===== config.mk =====
export PLATFORM = sky130hd
export DESIGN_NAME = serial_rx_buffer
export DESIGN_NICKNAME = d
export VERILOG_FILES = /design/src/rtl/serial_pkg.sv /design/src/rtl/serial_rx_buffer_sync_fifo.sv /design/src/rtl/serial_rx_buffer.sv
export SDC_FILE = /design/constraint.sdc
export NUM_CORES = 1
export LEC_CHECK = 0
export BUFFER_PORTS_ARGS = -buffer_cell sky130_fd_sc_hd__buf_2
export CORE_MARGIN = 4
export CORE_UTILIZATION = 54
export CTS_BUF_LIST = sky130_fd_sc_hd__clkbuf_8
export DETAILED_ROUTE_END_ITERATION = 12
export GPL_TIMING_DRIVEN = 0
export HOLD_SLACK_MARGIN = 0.03
export PLACE_DENSITY = 0.78
export SLEW_MARGIN = 5
export SYNTH_ARGS = -nofsm -noshare
export SYNTH_HDL_FRONTEND = slang
export SYNTH_HIERARCHICAL = 1
export SYNTH_SLANG_ARGS = --single-unit

===== constraint.sdc =====
create_clock -name clk -period 3.3 [get_ports clk]
set_input_delay 0.165 -clock clk [delete_from_list [all_inputs] [get_ports clk]]
set_output_delay 0.165 -clock clk [all_outputs]
set_load 0.02 [all_outputs]

===== src/rtl/serial_pkg.sv =====
// Shared definitions for the serial receive buffer: handshake FSM states,
// status bit positions and a saturating increment helper.
package serial_pkg;

   typedef enum logic [1:0] {
      IDLE    = 2'd0,
      STROBE  = 2'd1,
      CAPTURE = 2'd2,
      RELEASE = 2'd3
   } rx_state_t;

   localparam int ST_AVAIL = 1;
   localparam int ST_FULL  = 2;
   localparam int ST_FLAG  = 3;

   function automatic logic [7:0] sat_inc8(input logic [7:0] val);
      return (val == 8'hFF) ? val : val + 8'd1;
   endfunction

endpackage


===== src/rtl/serial_rx_buffer_sync_fifo.sv =====
// sync_fifo: single-clock first-word fall-through FIFO with occupancy count.
// The head is read asynchronously so it is visible the cycle after a push; 0 when empty.
module sync_fifo #(
   parameter int DEPTH  = 16,
   parameter int DATA_W = 8
) (
   input  logic                     clk,
   input  logic                     rst,
   input  logic                     wr_en,
   input  logic [DATA_W-1:0]        wr_data,
   input  logic                     rd_en,
   output logic [DATA_W-1:0]        rd_data,
   output logic [$clog2(DEPTH):0]   level,
   output logic                     full,
   output logic                     empty
);

   localparam int ADDR_W = $clog2(DEPTH);
   localparam int LVL_W  = ADDR_W + 1;
   localparam logic [LVL_W-1:0] FULL_LVL = LVL_W'(DEPTH);

   logic [DATA_W-1:0] mem [DEPTH];
   logic [ADDR_W-1:0] wr_ptr_reg;
   logic [ADDR_W-1:0] rd_ptr_reg;
   logic [LVL_W-1:0]  level_reg;
   logic              rd_ok;
   logic              wr_ok;

   assign empty = (level_reg == '0);
   assign full  = (level_reg == FULL_LVL);
   assign level = level_reg;

   // A write into a full FIFO is accepted only when a pop frees the slot in the same cycle.
   assign rd_ok = rd_en && !empty;
   assign wr_ok = wr_en && (!full || rd_ok);

   always_ff @(posedge clk) begin
      if (wr_ok) begin
         mem[wr_ptr_reg] <= wr_data;
      end
   end

   always_ff @(posedge clk) begin
      if (rst) begin
         wr_ptr_reg <= '0;
         rd_ptr_reg <= '0;
         level_reg  <= '0;
      end else begin
         if (wr_ok) begin
            wr_ptr_reg <= wr_ptr_reg + ADDR_W'(1);
         end
         if (rd_ok) begin
            rd_ptr_reg <= rd_ptr_reg + ADDR_W'(1);
         end
         case ({wr_ok, rd_ok})
            2'b10:   level_reg <= level_reg + LVL_W'(1);
            2'b01:   level_reg <= level_reg - LVL_W'(1);
            default: level_reg <= level_reg;
         endcase
      end
   end

   assign rd_data = empty ? '0 : mem[rd_ptr_reg];

endmodule


===== src/rtl/serial_rx_buffer.sv =====
// serial_rx_buffer: drains bytes from the UART via its rdn/data_ready handshake into a FIFO
// and exposes head byte and status to the CPU. Define RX_OVF_CNT_EN to enable the drop counter.
module serial_rx_buffer
   import serial_pkg::*;
#(
   parameter int DEPTH  = 16,
   parameter int DATA_W = 8,
   parameter int CNT_W  = 8
) (
   input  logic                     clk,
   input  logic                     rst,
   input  logic                     uart_ready,
   input  logic [DATA_W-1:0]        uart_data,
   input  logic                     uart_err,
   output logic                     uart_rdn,
   output logic [DATA_W-1:0]        cpu_rd_data,
   input  logic                     cpu_pop,
   input  logic                     cpu_clr,
   output logic [3:0]               status,
   output logic [$clog2(DEPTH):0]   level,
   output logic [CNT_W-1:0]         ovf_count
);

   rx_state_t         state_reg;
   rx_state_t         state_next;
   logic              rdn_reg;
   logic              push_req_reg;
   logic [DATA_W-1:0] cap_data_reg;
   logic              cap_err_reg;
   logic              ovf_reg;
   logic              err_reg;
   logic              fifo_full;
   logic              fifo_empty;
   logic              pop_ok;
   logic              err_drop;
   logic              ovf_drop;
   logic              drop;

   always_comb begin
      state_next = state_reg;
      case (state_reg)
         IDLE:    if (uart_ready) state_next = STROBE;
         STROBE:  state_next = CAPTURE;
         CAPTURE: state_next = RELEASE;
         // Holding here until data_ready falls keeps one pending byte from being read twice.
         RELEASE: if (!uart_ready) state_next = IDLE;
         default: state_next = IDLE;
      endcase
   end

   always_ff @(posedge clk) begin
      if (rst) begin
         state_reg    <= IDLE;
         rdn_reg      <= 1'b1;
         push_req_reg <= 1'b0;
         cap_data_reg <= '0;
         cap_err_reg  <= 1'b0;
      end else begin
         state_reg    <= state_next;
         rdn_reg      <= !((state_next == STROBE) || (state_next == CAPTURE));
         push_req_reg <= (state_reg == CAPTURE);
         if (state_reg == CAPTURE) begin
            cap_data_reg <= uart_data;
            cap_err_reg  <= uart_err;
         end
      end
   end

   assign uart_rdn = rdn_reg;

   assign pop_ok   = cpu_pop && !fifo_empty;
   assign err_drop = push_req_reg && cap_err_reg;
   assign ovf_drop = push_req_reg && !cap_err_reg && fifo_full && !pop_ok;
   assign drop     = err_drop || ovf_drop;

   sync_fifo #(
      .DEPTH  (DEPTH),
      .DATA_W (DATA_W)
   ) u_fifo (
      .clk     (clk),
      .rst     (rst),
      .wr_en   (push_req_reg && !cap_err_reg),
      .wr_data (cap_data_reg),
      .rd_en   (cpu_pop),
      .rd_data (cpu_rd_data),
      .level   (level),
      .full    (fifo_full),
      .empty   (fifo_empty)
   );

   // A drop in the same cycle as cpu_clr leaves the flag set.
   always_ff @(posedge clk) begin
      if (rst) begin
         ovf_reg <= 1'b0;
         err_reg <= 1'b0;
      end else begin
         if (ovf_drop)     ovf_reg <= 1'b1;
         else if (cpu_clr) ovf_reg <= 1'b0;
         if (err_drop)     err_reg <= 1'b1;
         else if (cpu_clr) err_reg <= 1'b0;
      end
   end

`ifdef RX_OVF_CNT_EN
   logic [CNT_W-1:0] cnt_reg;

   always_ff @(posedge clk) begin
      if (rst) begin
         cnt_reg <= '0;
      end else if (cpu_clr) begin
         cnt_reg <= drop ? CNT_W'(1) : '0;
      end else if (drop && (cnt_reg != '1)) begin
         cnt_reg <= cnt_reg + CNT_W'(1);
      end
   end

   assign ovf_count = cnt_reg;
`else
   assign ovf_count = '0;
`endif

   always_comb begin
      status           = 4'b0000;
      status[ST_AVAIL] = !fifo_empty;
      status[ST_FULL]  = fifo_full;
      status[ST_FLAG]  = ovf_reg || err_reg;
   end

endmodule

==> results summary <==
The count of max-cap constraint violations came out at 0. The diode insertion count for antenna repair is 0. The slew at the pin closest to its max-slew limit came out at about 0.89 ns. The number of setup violations in the final report is 0. Of the total power, the clock network draws 0.281. The sum of routed wire length over all layers came out at 12.81 mm.

The total core area came out at 11960 um2. The total buffers and inverters traversed by the critical path is 4. The detail-routed net length per standard cell came out at slightly below 20 um.

The post-cts repair resize count came out at 0. The signed area change from the synthesized netlist to the final layout came out at 14.55%. The fraction of the mapped netlist area in compound gates came out at 0.05717. In the synthesized netlist the dominant register cell turns out to be sky130_fd_sc_hd__edfxtp_1.

The remaining antenna violation count after routing is 0. The worst setup path is captured at an output port. The buffer count from post-CTS setup fixing came out at 0. The highest achievable clock rate came out at 352.3 MHz. Of the total power, registers draw 0.446. The area share of the largest cell type after synthesis came out at 0.5835. The fraction of registers with async set or reset after synthesis is 0.

The final count of pins violating max slew came out at 0. The final count of hold timing violations is 0. The largest net degree at the start of global routing is 18. The cell with the largest stage delay on the worst path is sky130_fd_sc_hd__buf_1. In this run the power density over the cells is 684.6 nW/um2. The library cell used most frequently in the layout, excluding fill and tap cells, is sky130_fd_sc_hd__edfxtp_1. The initial antenna violation count is 0. In this run the worst path has a maximum fanout of 10. The share of power burned in combinational logic came out at 0.273.

The die outline width is ~120 um. STA classifies the critical path startpoint as a flip-flop. The number of enable flip-flop cells after synthesis came out at about 130. The top-level I/O count came out at 40. The highest ir drop seen on vdd came out at about 760 uV. The arithmetic-cell share of the synthesized area counting full adders, half adders and majority gates came out at 0.01823. Detailed routing inserted a total of between 3000 and 4000 vias. After synthesis, the largest family of logic cells by area is multiplexers. The via count of the first global-routing pass is 3793. The last weighted congestion value of the routability-driven placer is roughly 0.8.

The net count reported at finish is a little over 500. The register bit count reported by yosys came out at 160. The longest individual stage delay on the worst path came out at about 0.52 ns. Of the synthesized area, sequential elements account for 0.6807. The total congestion overflow after global routing came out at 0. The routed wire length on met2 came out at 6.596 mm. The number of cells produced by synthesis came out at 410.

The flow ran to the end, and the final reports show no timing, DRC or antenna violations. The number of port buffers came out at 30. The effective utilization at floorplan came out at 0.5507. TritonCTS built the clock tree.

The post-route minimum period is 2.838 ns. The synthesis warning total is 6. The sum of internal, switching and leakage power is 5.166 mW.

The internal power summed over all cells came out at 3.553 mW. Using the TritonRoute via totals, the vias-per-cell ratio works out to about 5.8. The site row count came out at 40. Dividing the final minimum period by the clock period gives 0.8601. The net switching power figure came out at 1.613 mW. The required time of the critical path came out at 3.13 ns. The total CTS buffers came out at 17. The tightest slew margin relative to the limit came out at 0.4037. Setup repair after global routing left no endpoint under its margin. The xor and xnor area share after synthesis came out at 0.006648. In this run the static leakage power is 2.621 nW. Sorting the synthesized cells by area gives the leading types as sky130_fd_sc_hd__edfxtp_1 58%, sky130_fd_sc_hd__mux4_2 11%, sky130_fd_sc_hd__dfxtp_1 9.7%. The flip-flop count of the largest register, all copies and words added came out at ~130. The floorplan step defined a die boundary enclosing approximately 14000 um2. The routed metal-1 wirelength is 5.265 mm. Of the cells placed in the final design, the portion with a size suffix greater than 1 is 0.2550. The highest routed metal layer is met4. At the later pin of the worst-skew pair, clock insertion delay measures 0.44 ns. The maximum clock skew at final layout is 0.01372 ns. The mux cell area share after synthesis came out at 0.1293. The global-route wire length before repair is 20.71 mm. By startpoint and endpoint, the worst setup path is classified as flip-flop to output port.

The path class of the tightest hold or removal check is primary input to flip-flop. Traced cell by cell, the critical path runs through buf_2 -> buf_1 -> clkbuf_1 -> a211oi_1 -> a211oi_1 -> buf_2. The global-route total usage across every layer came out at 0.1964. Grouping stages by cell kind, the critical path spends the most delay in buffers and inverters. The H-tree level count is 4. The mean cell area of the mapped netlist came out at between 15 and 20 um2. The vertical extent of the die is 118.5 um.

The cell type with the highest aggregate area in the netlist is sky130_fd_sc_hd__edfxtp_1. For this run, the detailed router's first-pass iteration total came to 5. The met3 wire length came out at between 700 and 800 um. The net switching share of the total power is 0.3123.

The half-perimeter wire length after placement came out at 8.470 mm. The root buffer cell chosen for the clock tree is sky130_fd_sc_hd__clkbuf_8. For this design, the CTS-stage hold fixing added 14 buffers. Yosys mapped the design onto 48 distinct sky130hd cell types. The detailed-route DRC error count is 0.

In this run the critical register-to-register path is launched from u_fifo/level[0]. The number of design-rule violations left by the first detailed-router iteration is 429. The clock-pin slew reported for the worst setup and hold paths after clock tree synthesis came out at 0.09 ns.

The total number of clock tree sinks came out at 160. The synthesized-area fraction occupied by and/or/nand/nor cells came out at 0.07123. STA puts the critical path data arrival time at 2.67 ns. The startpoint identified for the worst hold timing path is cpu_pop. The accumulated negative setup slack came out at 0 ns. In the layout the commonest cells are 128 x sky130_fd_sc_hd__edfxtp_1, 36 x sky130_fd_sc_hd__buf_2, 32 x sky130_fd_sc_hd__dfxtp_1, 32 x sky130_fd_sc_hd__mux4_2, 20 x sky130_fd_sc_hd__nand2_1. The number of buffers on the longest clock path is 2.

The cell area after technology mapping came out at 6588 um2.
-- routing by layer --
| layer | GRT usage | vias up |
|---|---|---|
| li1 | - | 1707 |
| met1 | 0.2571 | 1869 |
| met5 | 0 | - |
| met2 | 0.3258 | 122 |
| met3 | 0.04737 | 19 |
| met4 | 0.06589 | 0 |
-- power by group through the flow --
stage	clock network, mW	registers (mW)	logic (mW)
3_3_place_gp	0	2.35	1.36
2_1_floorplan	0	2.36	1.01
6_report	1.45	2.31	1.41
5_1_grt	1.57	2.32	1.53
4_1_cts	1.47	2.31	1.42
3_5_place_dp	0	2.35	1.40
-- logic make-up after synthesis --
kind of cell,after synthesis
muxes,45
buffers and inverters,46
xor gates and xnor gates,5
and+or+nand+nor,90
other,1
AOI/OAI and AO/OA,54
adders and majority gates,9
DFF,160
-- through the flow --
step | util | std cells | worst slack [ns] | instance area [um2] | hold WS [ns]
3_3_place_gp | 0.5812 | 595 | 0.2780 | 6952 | 0.3750
5_1_grt | 0.6309 | 645 | 0.2262 | 7546 | 0.1775
6_report | 0.6309 | 645 | 0.4615 | 7546 | 0.1683
2_1_floorplan | - | 418 | 0.6829 | 6618 | 0.2341
4_1_cts | 0.6309 | 645 | 0.4365 | 7546 | 0.1505
3_5_place_dp | 0.5858 | 599 | 0.5049 | 7007 | 0.3800
-- cell usage after synthesis (2+ instances only) --
master,number
sky130_fd_sc_hd__edfxtp_1,128
sky130_fd_sc_hd__and2_1,4
sky130_fd_sc_hd__xnor2_1,2
sky130_fd_sc_hd__o211ai_1,2
sky130_fd_sc_hd__mux4_2,32
sky130_fd_sc_hd__o21a_1,5
sky130_fd_sc_hd__buf_4,13
sky130_fd_sc_hd__and3_1,4
sky130_fd_sc_hd__o21ai_0,4
sky130_fd_sc_hd__dfxtp_1,32
sky130_fd_sc_hd__nor3b_1,2
sky130_fd_sc_hd__clkbuf_1,8
sky130_fd_sc_hd__mux2i_1,12
sky130_fd_sc_hd__buf_2,6
sky130_fd_sc_hd__a21oi_1,16
sky130_fd_sc_hd__nor4_1,5
sky130_fd_sc_hd__or2_2,2
sky130_fd_sc_hd__nor3_1,3
sky130_fd_sc_hd__nand2_1,20
sky130_fd_sc_hd__nand2b_1,7
sky130_fd_sc_hd__ha_1,8
sky130_fd_sc_hd__o21ai_4,2
sky130_fd_sc_hd__a211oi_1,17
sky130_fd_sc_hd__nand3_1,7
sky130_fd_sc_hd__nor2_1,19
sky130_fd_sc_hd__nor2b_1,12
sky130_fd_sc_hd__buf_1,3
sky130_fd_sc_hd__xor2_1,3
sky130_fd_sc_hd__inv_1,13
-- worst register-to-register path, cell delays in order, from the launching register on --
cell,delay (ns)
sky130_fd_sc_hd__dfxtp_1,0.37
sky130_fd_sc_hd__or4_4,0.55
sky130_fd_sc_hd__buf_6,0.16
sky130_fd_sc_hd__o21ai_4,0.20
sky130_fd_sc_hd__inv_2,0.12
sky130_fd_sc_hd__ha_1,0.34
sky130_fd_sc_hd__nand2b_1,0.11
sky130_fd_sc_hd__o2bb2ai_1,0.19
sky130_fd_sc_hd__a2111oi_0,0.13
sky130_fd_sc_hd__or4_1,0.54
-- path summary, 6_finish.rpt --
check	endpoint	slack, ns	depth (start not counted)
worst max-delay path	cpu_rd_data[7]	0.46	6
worst max register to register	u_fifo/level[4]	0.48	9
worst min register to register	err_reg	0.47	2
worst min-delay path	ovf_reg	0.17	4
-- area by class of cell --
class / instances / area, um2
sequential: 160 / 4484
fill: 866 / 4415
multi-input combinational: 212 / 1921
timing repair buffer: 48 / 320.3
clock buffer: 17 / 234.0
buffer: 32 / 185.2
tap: 147 / 183.9
clock inverter: 15 / 165.2
inverter: 14 / 52.55
Note: power is estimated with default switching activity, not from simulation.
